===== config.mk =====
export PLATFORM = sky130hd
export DESIGN_NAME = fcl_seq_ctrl
export DESIGN_NICKNAME = d
export VERILOG_FILES = /design/src/rtl/fcl_seq_pkg.sv /design/src/rtl/fcl_idx_cnt.sv /design/src/rtl/fcl_seq_ctrl.sv
export SDC_FILE = /design/constraint.sdc
export NUM_CORES = 1
export LEC_CHECK = 0
export ABC_AREA = 1
export CORE_UTILIZATION = 29
export DETAILED_ROUTE_END_ITERATION = 10
export GPL_ROUTABILITY_DRIVEN = 0
export GPL_TIMING_DRIVEN = 0
export PLACE_DENSITY = 0.47
export SYNTH_ARGS = -nofsm -noshare
export SYNTH_HDL_FRONTEND = slang
export SYNTH_SLANG_ARGS = --single-unit

===== constraint.sdc =====
create_clock -name seq_clk -period 2.7 [get_ports seq_clk]
set_input_delay 0.54 -clock seq_clk [delete_from_list [all_inputs] [get_ports seq_clk]]
set_output_delay 0.54 -clock seq_clk [all_outputs]
set_load 0.05 [all_outputs]

===== src/rtl/fcl_seq_pkg.sv =====
// FC1 loop sequencer shared types.
// State encoding and port width helper.
package fcl_seq_pkg;

  typedef enum logic [1:0] {
    S_IDLE,
    S_RUN,
    S_DRAIN,
    S_DONE
  } seq_st_e;

  // clog2 that never returns less than 1 bit
  function automatic int clog2m1(input int v);
    return (v <= 1) ? 1 : $clog2(v);
  endfunction

endpackage


===== src/rtl/fcl_idx_cnt.sv =====
// FC1 index counter: clear, enable,
// terminal flag at MAX-1, wraps to 0.
module fcl_idx_cnt #(
  parameter int MAX = 4,
  parameter int W   = 2
) (
  input  logic         i_clk,
  input  logic         i_rstn,
  input  logic         i_clr,
  input  logic         i_en,
  output logic [W-1:0] o_q,
  output logic         o_term
);

  localparam logic [W-1:0] LAST = W'(MAX - 1);

  logic [W-1:0] r_q;

  assign o_q    = r_q;
  assign o_term = (r_q == LAST);

  // clear wins over enable; wrap on terminal
  always_ff @(posedge i_clk or negedge i_rstn) begin
    if (!i_rstn) begin
      r_q <= '0;
    end else if (i_clr) begin
      r_q <= '0;
    end else if (i_en) begin
      r_q <= o_term ? '0 : r_q + W'(1);
    end
  end

endmodule


===== src/rtl/fcl_seq_ctrl.sv =====
// FC1 loop sequencer: neuron x feature walk,
// MAC strobes, result write, layer handshake.
module fcl_seq_ctrl
  import fcl_seq_pkg::*;
#(
  parameter int N_IN    = 400,
  parameter int N_OUT   = 120,
  parameter int MAC_LAT = 2
) (
  input  logic seq_clk,
  input  logic seq_rstn,
  input  logic seq_start,
  input  logic seq_en,
  output logic seq_busy,
  output logic seq_done,
  output logic [clog2m1(N_IN)-1:0]       in_addr,
  output logic [clog2m1(N_IN*N_OUT)-1:0] w_addr,
  output logic [clog2m1(N_OUT)-1:0]      out_addr,
  output logic mac_en,
  output logic mac_clr,
  output logic out_wr
);

  localparam int IW = clog2m1(N_IN);
  localparam int WW = clog2m1(N_IN * N_OUT);
  localparam int OW = clog2m1(N_OUT);
  localparam int DW = clog2m1(MAC_LAT);

  seq_st_e r_state;
  seq_st_e w_nxt;

  logic [WW-1:0] r_waddr;
  logic [DW-1:0] r_drn;

  logic w_start;
  logic w_beat;
  logic w_in_last;
  logic w_drn_zero;
  logic w_out_last;
  logic w_out_adv;

  assign w_start = seq_start &
    ((r_state == S_IDLE) | (r_state == S_DONE));
  assign w_beat     = (r_state == S_RUN) & seq_en;
  assign w_drn_zero = (r_state == S_DRAIN) &
    (r_drn == '0);
  assign w_out_adv  = w_drn_zero & ~w_out_last;

  fcl_idx_cnt #(.MAX(N_IN), .W(IW)) u_in_cnt (
    .i_clk  (seq_clk),
    .i_rstn (seq_rstn),
    .i_clr  (w_start),
    .i_en   (w_beat),
    .o_q    (in_addr),
    .o_term (w_in_last)
  );

  fcl_idx_cnt #(.MAX(N_OUT), .W(OW)) u_out_cnt (
    .i_clk  (seq_clk),
    .i_rstn (seq_rstn),
    .i_clr  (w_start),
    .i_en   (w_out_adv),
    .o_q    (out_addr),
    .o_term (w_out_last)
  );

  assign w_addr = r_waddr;

  // state register
  always_ff @(posedge seq_clk or negedge seq_rstn) begin
    if (!seq_rstn) r_state <= S_IDLE;
    else           r_state <= w_nxt;
  end

  // running weight index, cleared only by start
  always_ff @(posedge seq_clk or negedge seq_rstn) begin
    if (!seq_rstn)   r_waddr <= '0;
    else if (w_start) r_waddr <= '0;
    else if (w_beat)  r_waddr <= r_waddr + WW'(1);
  end

  // MAC drain countdown after a neuron's last beat
  always_ff @(posedge seq_clk or negedge seq_rstn) begin
    if (!seq_rstn) begin
      r_drn <= '0;
    end else if (w_beat & w_in_last) begin
      r_drn <= DW'(MAC_LAT - 1);
    end else if ((r_state == S_DRAIN) && (r_drn != '0)) begin
      r_drn <= r_drn - DW'(1);
    end
  end

  // next state and strobes
  always_comb begin
    w_nxt    = r_state;
    seq_busy = 1'b0;
    seq_done = 1'b0;
    mac_en   = 1'b0;
    mac_clr  = 1'b0;
    out_wr   = 1'b0;
    unique case (r_state)
      S_IDLE: begin
        if (seq_start) w_nxt = S_RUN;
      end
      S_RUN: begin
        seq_busy = 1'b1;
        mac_en   = seq_en;
        mac_clr  = seq_en & (in_addr == '0);
        if (w_beat & w_in_last) w_nxt = S_DRAIN;
      end
      S_DRAIN: begin
        seq_busy = 1'b1;
        out_wr   = w_drn_zero;
        if (w_drn_zero)
          w_nxt = w_out_last ? S_DONE : S_RUN;
      end
      S_DONE: begin
        seq_done = 1'b1;
        w_nxt    = seq_start ? S_RUN : S_IDLE;
      end
    endcase
  end

endmodule


; Word-level counts from Yosys, hierarchy flattened
; Cells that the tools add are included.
[op_classes]
n_reduce_logical = 8
n_eq_ne = 8
addsub = 4
muxes = 21
bitwise_logic = 9
[op_table]
columns = cell, count
row1 = $mux 16, 2
row2 = $mux 9, 3
row3 = $mux 7, 3
row4 = $add 16x1->16 const B, 1
row5 = $add 9x1->9 const B, 1
row6 = $eq 9x9->1 const B, 1
row7 = $logic_not 9->1, 1
row8 = $mux 1, 8
row9 = $mux 2, 4
row10 = $pmux 2 s4, 1
row11 = $add 7x1->7 const B, 1
row12 = $eq 7x7->1 const B, 1
row13 = $and 1x1->1, 6
row14 = $reduce_bool 2->1, 3
row15 = $eq 2x2->1 const B, 2
row16 = $ne 2x2->1 const B, 2
row17 = $reduce_and 3->1, 1
row18 = $eq 2x1->1 const B, 1
row19 = $logic_not 2->1, 1
row20 = $ne 2x1->1 const B, 1
row21 = $not 1->1, 2
row22 = $reduce_or 2->1, 1
row23 = $logic_and 1x1->1, 1
row24 = $or 1x1->1, 1
row25 = $sub 1x1->1 const B, 1
[word_totals]
out_inout_bits = 37
reg_bits = 35
input_bits = 4
word_cells = 55

; Logic depth before layout (Yosys ltp)
[logic_depth]
depth_word = 5
mapped_depth = 11
mapped_depth_nobuf = 11

; By module
; A second synthesis with hierarchy kept.
[hier_totals]
hier_cells = 296
area_unflattened_um2 = 2179.6
[by_module_without_submodules]
columns = mod, instances, area_per_inst_um2, cells_per_inst
row1 = fcl_seq_ctrl, 1, 1219.9, 169
row2 = fcl_idx_cnt at u_in_cnt, 1, 553.0, 77
row3 = fcl_idx_cnt at u_out_cnt, 1, 406.6, 50

; Worst setup path before layout
; OpenSTA, ideal clock, no wires.
[synth_timing]
path_kind = register to output
start = reg r_state[1]
end = out mac_clr
required_ns = 2.160
n_path_buf = 0
path_slack_ns = -0.193
path_stages_with_launch = 7
arrival_ns = 2.353
cell_sequence = dfrtp_1 inv_1 ha_1 nand2_1 inv_1 nand3_1 nor3_1
[synth_between]
elab_chain_len = 2
[synth_rtl]
columns = item, line
row1 = start: declaration, fcl_seq_ctrl.sv:29  ; seq_st_e r_state;
row2 = start signal: assignment, fcl_seq_ctrl.sv:72  ; else r_state <= w_nxt;
row3 = $eq 2x1->1, fcl_seq_ctrl.sv:101  ; unique case (r_state)
row4 = $mux 1, fcl_seq_ctrl.sv:101
row5 = end: declaration, fcl_seq_ctrl.sv:20  ; output logic mac_clr,
; Every way passes these cells.

; Final worst setup path
[layout_timing]
start = reg r_state[0]
end = out seq_busy
[layout_between]
elab_chain_len = 3
elab_cells_between_ends = 4
classes_between = eq/ne: 2 / mux: 1 / reduce/logical: 1
[layout_rtl]
columns = item, line
row1 = $eq 2x1->1 / $eq 2x2->1 (equally long branches), fcl_seq_ctrl.sv:101
row2 = $reduce_or 2->1 (no source line) (*), --
row3 = $mux 1 (*), fcl_seq_ctrl.sv:101
row4 = end: declaration, fcl_seq_ctrl.sv:14  ; output logic seq_busy,
; Every way passes the cells marked *; elsewhere a longest branch is shown, timed or not.

==> impl_summary.txt <==
----------------------------------------------------
[Floorplan]
  Starting Density ... a little under a third
  Ports placed on the boundary ... a little over 40
  Area of the die ... approximately 0.0076 mm²
  Die Span X ... ~87 µm
  Core area ... 0.00687 mm²
  Die H ... a little under 90 µm
  Cell Rows ... 30

[CTS]
  Cts repair resizes ... 3
  Clock slew at the register clock pins of the worst setup and hold paths ... roughly 80 ps
  Number of buffers added by the clock tree synthesis step ... 5
  Clock tree from TritonCTS ... done
  Cts-stage hold buffer count ... 0
  Sink count of the clock tree ... 35
  Worst-case clock buffer depth ... 2
  Level count of the clock H-tree ... 2
  Worst-Skew Late Latency ... 300 ps
  Cell at the root of the clock tree ... sky130_fd_sc_hd__clkbuf_8
  Count of buffers added by post-CTS timing repair for setup ... 0

[Global route]
  Met1 routing resource usage after global routing ... between 20% and 30%
  Initial antenna violation count ... 0
  Global-route usage over all layers ... between 10% and 20%
  Congestion Overflow GR ... 0
  Met3 usage ... ~4.1%
  Pin count of the biggest net entering global routing ... 36
  Via count of the first global-routing pass ... between 1.5k and 2k
  Global-route wire length before repair ... between 8 and 9 mm
  Global-route layer with the greatest usage ... met2
  Global-route track usage on met2 ... a little under a quarter

[Synthesis]
  Yosys Warn Count ... 0
  Unique masters post-synth ... 27
  Portion of the post-synthesis area used by sequential elements ... a little over two fifths
  Cell area after technology mapping ... 0.00210 mm²
  Avg Synthesized Cell Area ... around 7.5 µm²
  Synthesized net count ... around 300
  Cells after Synth ... ~280
  Synth top area share ... a little over two fifths
  Count of state elements after synthesis ... 35
  Cells taking the most area after synthesis ... sky130_fd_sc_hd__dfrtp_1, sky130_fd_sc_hd__nand2_1, sky130_fd_sc_hd__nor2_1
  Top cell type by total area after synthesis ... sky130_fd_sc_hd__dfrtp_1

[Flow run]
  Reported max-cap violation count ... 0

[Setup path]
  Register-to-register setup slack ... between 800 and 900 ps
  Critical path fanouts, max ... 6
  Beginning of the critical path ... r_state[0]$_DFFE_PN0P_
  Data arrival time at the worst-slack endpoint ... 2030 ps
  Critical-path cell with the highest stage delay ... sky130_fd_sc_hd__clkdlybuf4s50_1
  Ordered cell list for the critical path ... inv_1 -> ha_1 -> clkdlybuf4s50_1
  Reg-to-reg startpoint ... r_state[0]$_DFFE_PN0P_
  Critical path launch point type ... register
  Req. time, crit path ... about 2200 ps
  End point of the critical path ... seq_busy
  Critical path class ... reg2out
  Depth of the worst register-to-register path ... 10
  Endpoint of the most critical register-to-register path ... w_addr[15]$_DFFE_PN0P_
  Element type at the critical path end ... output port
  Slowest stage delay, CP ... slightly above 800 ps

[Routing]
  Remaining DRCs ... 0
  Detailed-route vias per instance ... 4.46
  Routed length per placed instance ... around 12 µm
  DR vias ... 1897
  Number of DRC markers in iteration 0 ... slightly below 80
  Post-Route WL ... 5.05 mm
  Remaining number of nets flagged by the antenna check after routing ... 0
  Drt pass-1 iters ... 4

[Layout]
  Number of nets at the end of the flow ... approximately 340
  Post-layout utilization of the core ... between 30% and 40%
  Diode count ... 0
  Fillcell total ... ~730
  Share of layout cells above drive strength 1 ... 9.73%
  Area growth from synthesis to layout ... 29.3%

[Power]
  Leakage ... approximately 1.2 nW
  PwrDens ... between 800 and 900 mW/mm²
  Maximum vdd ir drop ... ~0.54 mV

[Placement]
  Count of buffers from port buffering ... 40
  Detailed placement HPWL ... 3.65 mm
  Worst slack at placement ... -204 ps

[STA]
  Max_slew headroom ... about 44%
  Achievable clock frequency ... between 300 and 400 MHz
  Share of the clock period used by the worst path after layout ... 95.3%
  Final setup fails ... 0
  Worst clock skew ... a little under 7 ps
  Final critical-path setup slack ... 127 ps
  Max-slew violation count ... 0
  Least-Margin Pin Slew ... around 840 ps
  Unrepaired setup endpoints after global routing ... false
  Clock period minus worst slack ... 2570 ps
  Number of hold violations in the final report ... 0

[Min path]
  Min-delay worst type ... in2async

[Status]
  Status ... finished, final reports clean

----------------------------------------------------
worst min-delay path by stage:
stage	start	endpoint	depth (start not counted)
after floorplan	seq_rstn	r_drn$_DFFE_PN0P_	0
after global placement	u_out_cnt.o_q[6]$_DFFE_PN0P_	u_out_cnt.o_q[6]$_DFFE_PN0P_	2
after detailed placement	u_out_cnt.o_q[6]$_DFFE_PN0P_	u_out_cnt.o_q[6]$_DFFE_PN0P_	2
after CTS	seq_rstn	u_in_cnt.o_q[8]$_DFFE_PN0P_	1
after global routing	seq_rstn	r_state[1]$_DFFE_PN0P_	1
final	seq_rstn	u_out_cnt.o_q[6]$_DFFE_PN0P_	1
worst max-delay path, delay by kind of cell (launching register included):
kind       cells  cell delay [ps]
buf+inv        2              940
flops          1              450
fa+ha+maj      1              350
per-layer routing:
metal / vias to the layer above / share of wire (%)
met2: 34 / 44
met3: 7 / 4.3
met5: - / 0
li1: 988 / -
met4: 0 / 1.4
met1: 868 / 50
synth_stat cells (all sizes together):
library cell,instances
xor2,4
o21ai,12
buf,3
nor3,7
a21boi,2
a22oi,1
nand4,5
inv,33
o21bai,1
nand2,79
xnor2,2
nor2,54
nand3,18
ha,9
nand3b,1
a21oi,15
dfrtp,35
registers in the layout, summed over array words and instances, names as in the netlist:
register	flops
r_drn	1
r_state	2
u_out_cnt.o_q	7
u_in_cnt.o_q	9
w_addr	16
layout by cell type, fill, tap and decap left out:
cell	count
sky130_fd_sc_hd__nand3b_1	1
sky130_fd_sc_hd__buf_2	2
sky130_fd_sc_hd__nand4_1	5
sky130_fd_sc_hd__a21boi_2	1
sky130_fd_sc_hd__nor2_1	45
sky130_fd_sc_hd__clkbuf_2	1
sky130_fd_sc_hd__dfrtp_1	35
sky130_fd_sc_hd__a21boi_1	1
sky130_fd_sc_hd__nand2_2	4
sky130_fd_sc_hd__nand3_1	18
sky130_fd_sc_hd__a21oi_1	15
sky130_fd_sc_hd__inv_1	30
sky130_fd_sc_hd__o21ai_1	6
sky130_fd_sc_hd__clkbuf_1	1
sky130_fd_sc_hd__a22oi_1	1
sky130_fd_sc_hd__xor2_1	4
sky130_fd_sc_hd__ha_1	9
sky130_fd_sc_hd__nor3_1	5
sky130_fd_sc_hd__buf_6	1
sky130_fd_sc_hd__dlygate4sd2_1	2
sky130_fd_sc_hd__clkdlybuf4s50_1	36
sky130_fd_sc_hd__nor3_2	2
sky130_fd_sc_hd__o21ai_0	6
sky130_fd_sc_hd__buf_4	1
sky130_fd_sc_hd__xnor2_1	2
sky130_fd_sc_hd__inv_2	3
sky130_fd_sc_hd__nand2_4	1
sky130_fd_sc_hd__clkbuf_8	7
sky130_fd_sc_hd__nor2_2	3
sky130_fd_sc_hd__o21bai_1	1
sky130_fd_sc_hd__nand2_1	74
sky130_fd_sc_hd__nor2_4	6
stage by stage:
stage          power (mW)  instances  hold slack (ps)  TNS (ps)  instance area, µm²
5_1_grt              2.38        425              415         0                2710
2_1_floorplan        1.47        281              244         0                2100
3_3_place_gp         1.82        417              527      -216                2620
4_1_cts              2.25        425              379         0                2710
6_report             2.22        425              341         0                2710
3_5_place_dp         1.81        417              519      -204                2620
cell type report:
| class | instances | area, µm² | area share (%) |
|---|---|---|---|
| multi-input combinational | 210 | 1080 | 39.8 |
| timing repair buffer | 40 | 388 | 14.3 |
| clock buffer | 8 | 100 | 3.70 |
| buffer | 3 | 23.8 | 0.878 |
| inverter | 33 | 124 | 4.57 |
| tap | 96 | 120 | 4.43 |
| sequential | 35 | 876 | 32.3 |
logic make-up (layout without fill, tap and decap cells):
logic type / count (synthesis) / after routing / synth area share (%)
AOI/OAI and AO/OA: 31 / 31 / 8.06
xor gates and xnor gates: 6 / 6 / 2.51
adders and majority gates: 9 / 9 / 5.37
buffers and inverters: 36 / 84 / 7.04
DFF: 35 / 35 / 41.8
and+or+nand+nor: 164 / 164 / 35.2
report_power, final:
| part | internal (mW) | switching [mW] | total, mW |
|---|---|---|---|
| clock network | 0.233 | 0.207 | 0.440 |
| logic | 0.327 | 0.757 | 1.08 |
| registers | 0.595 | 0.0962 | 0.691 |
Power figures use the tool's default switching activity.
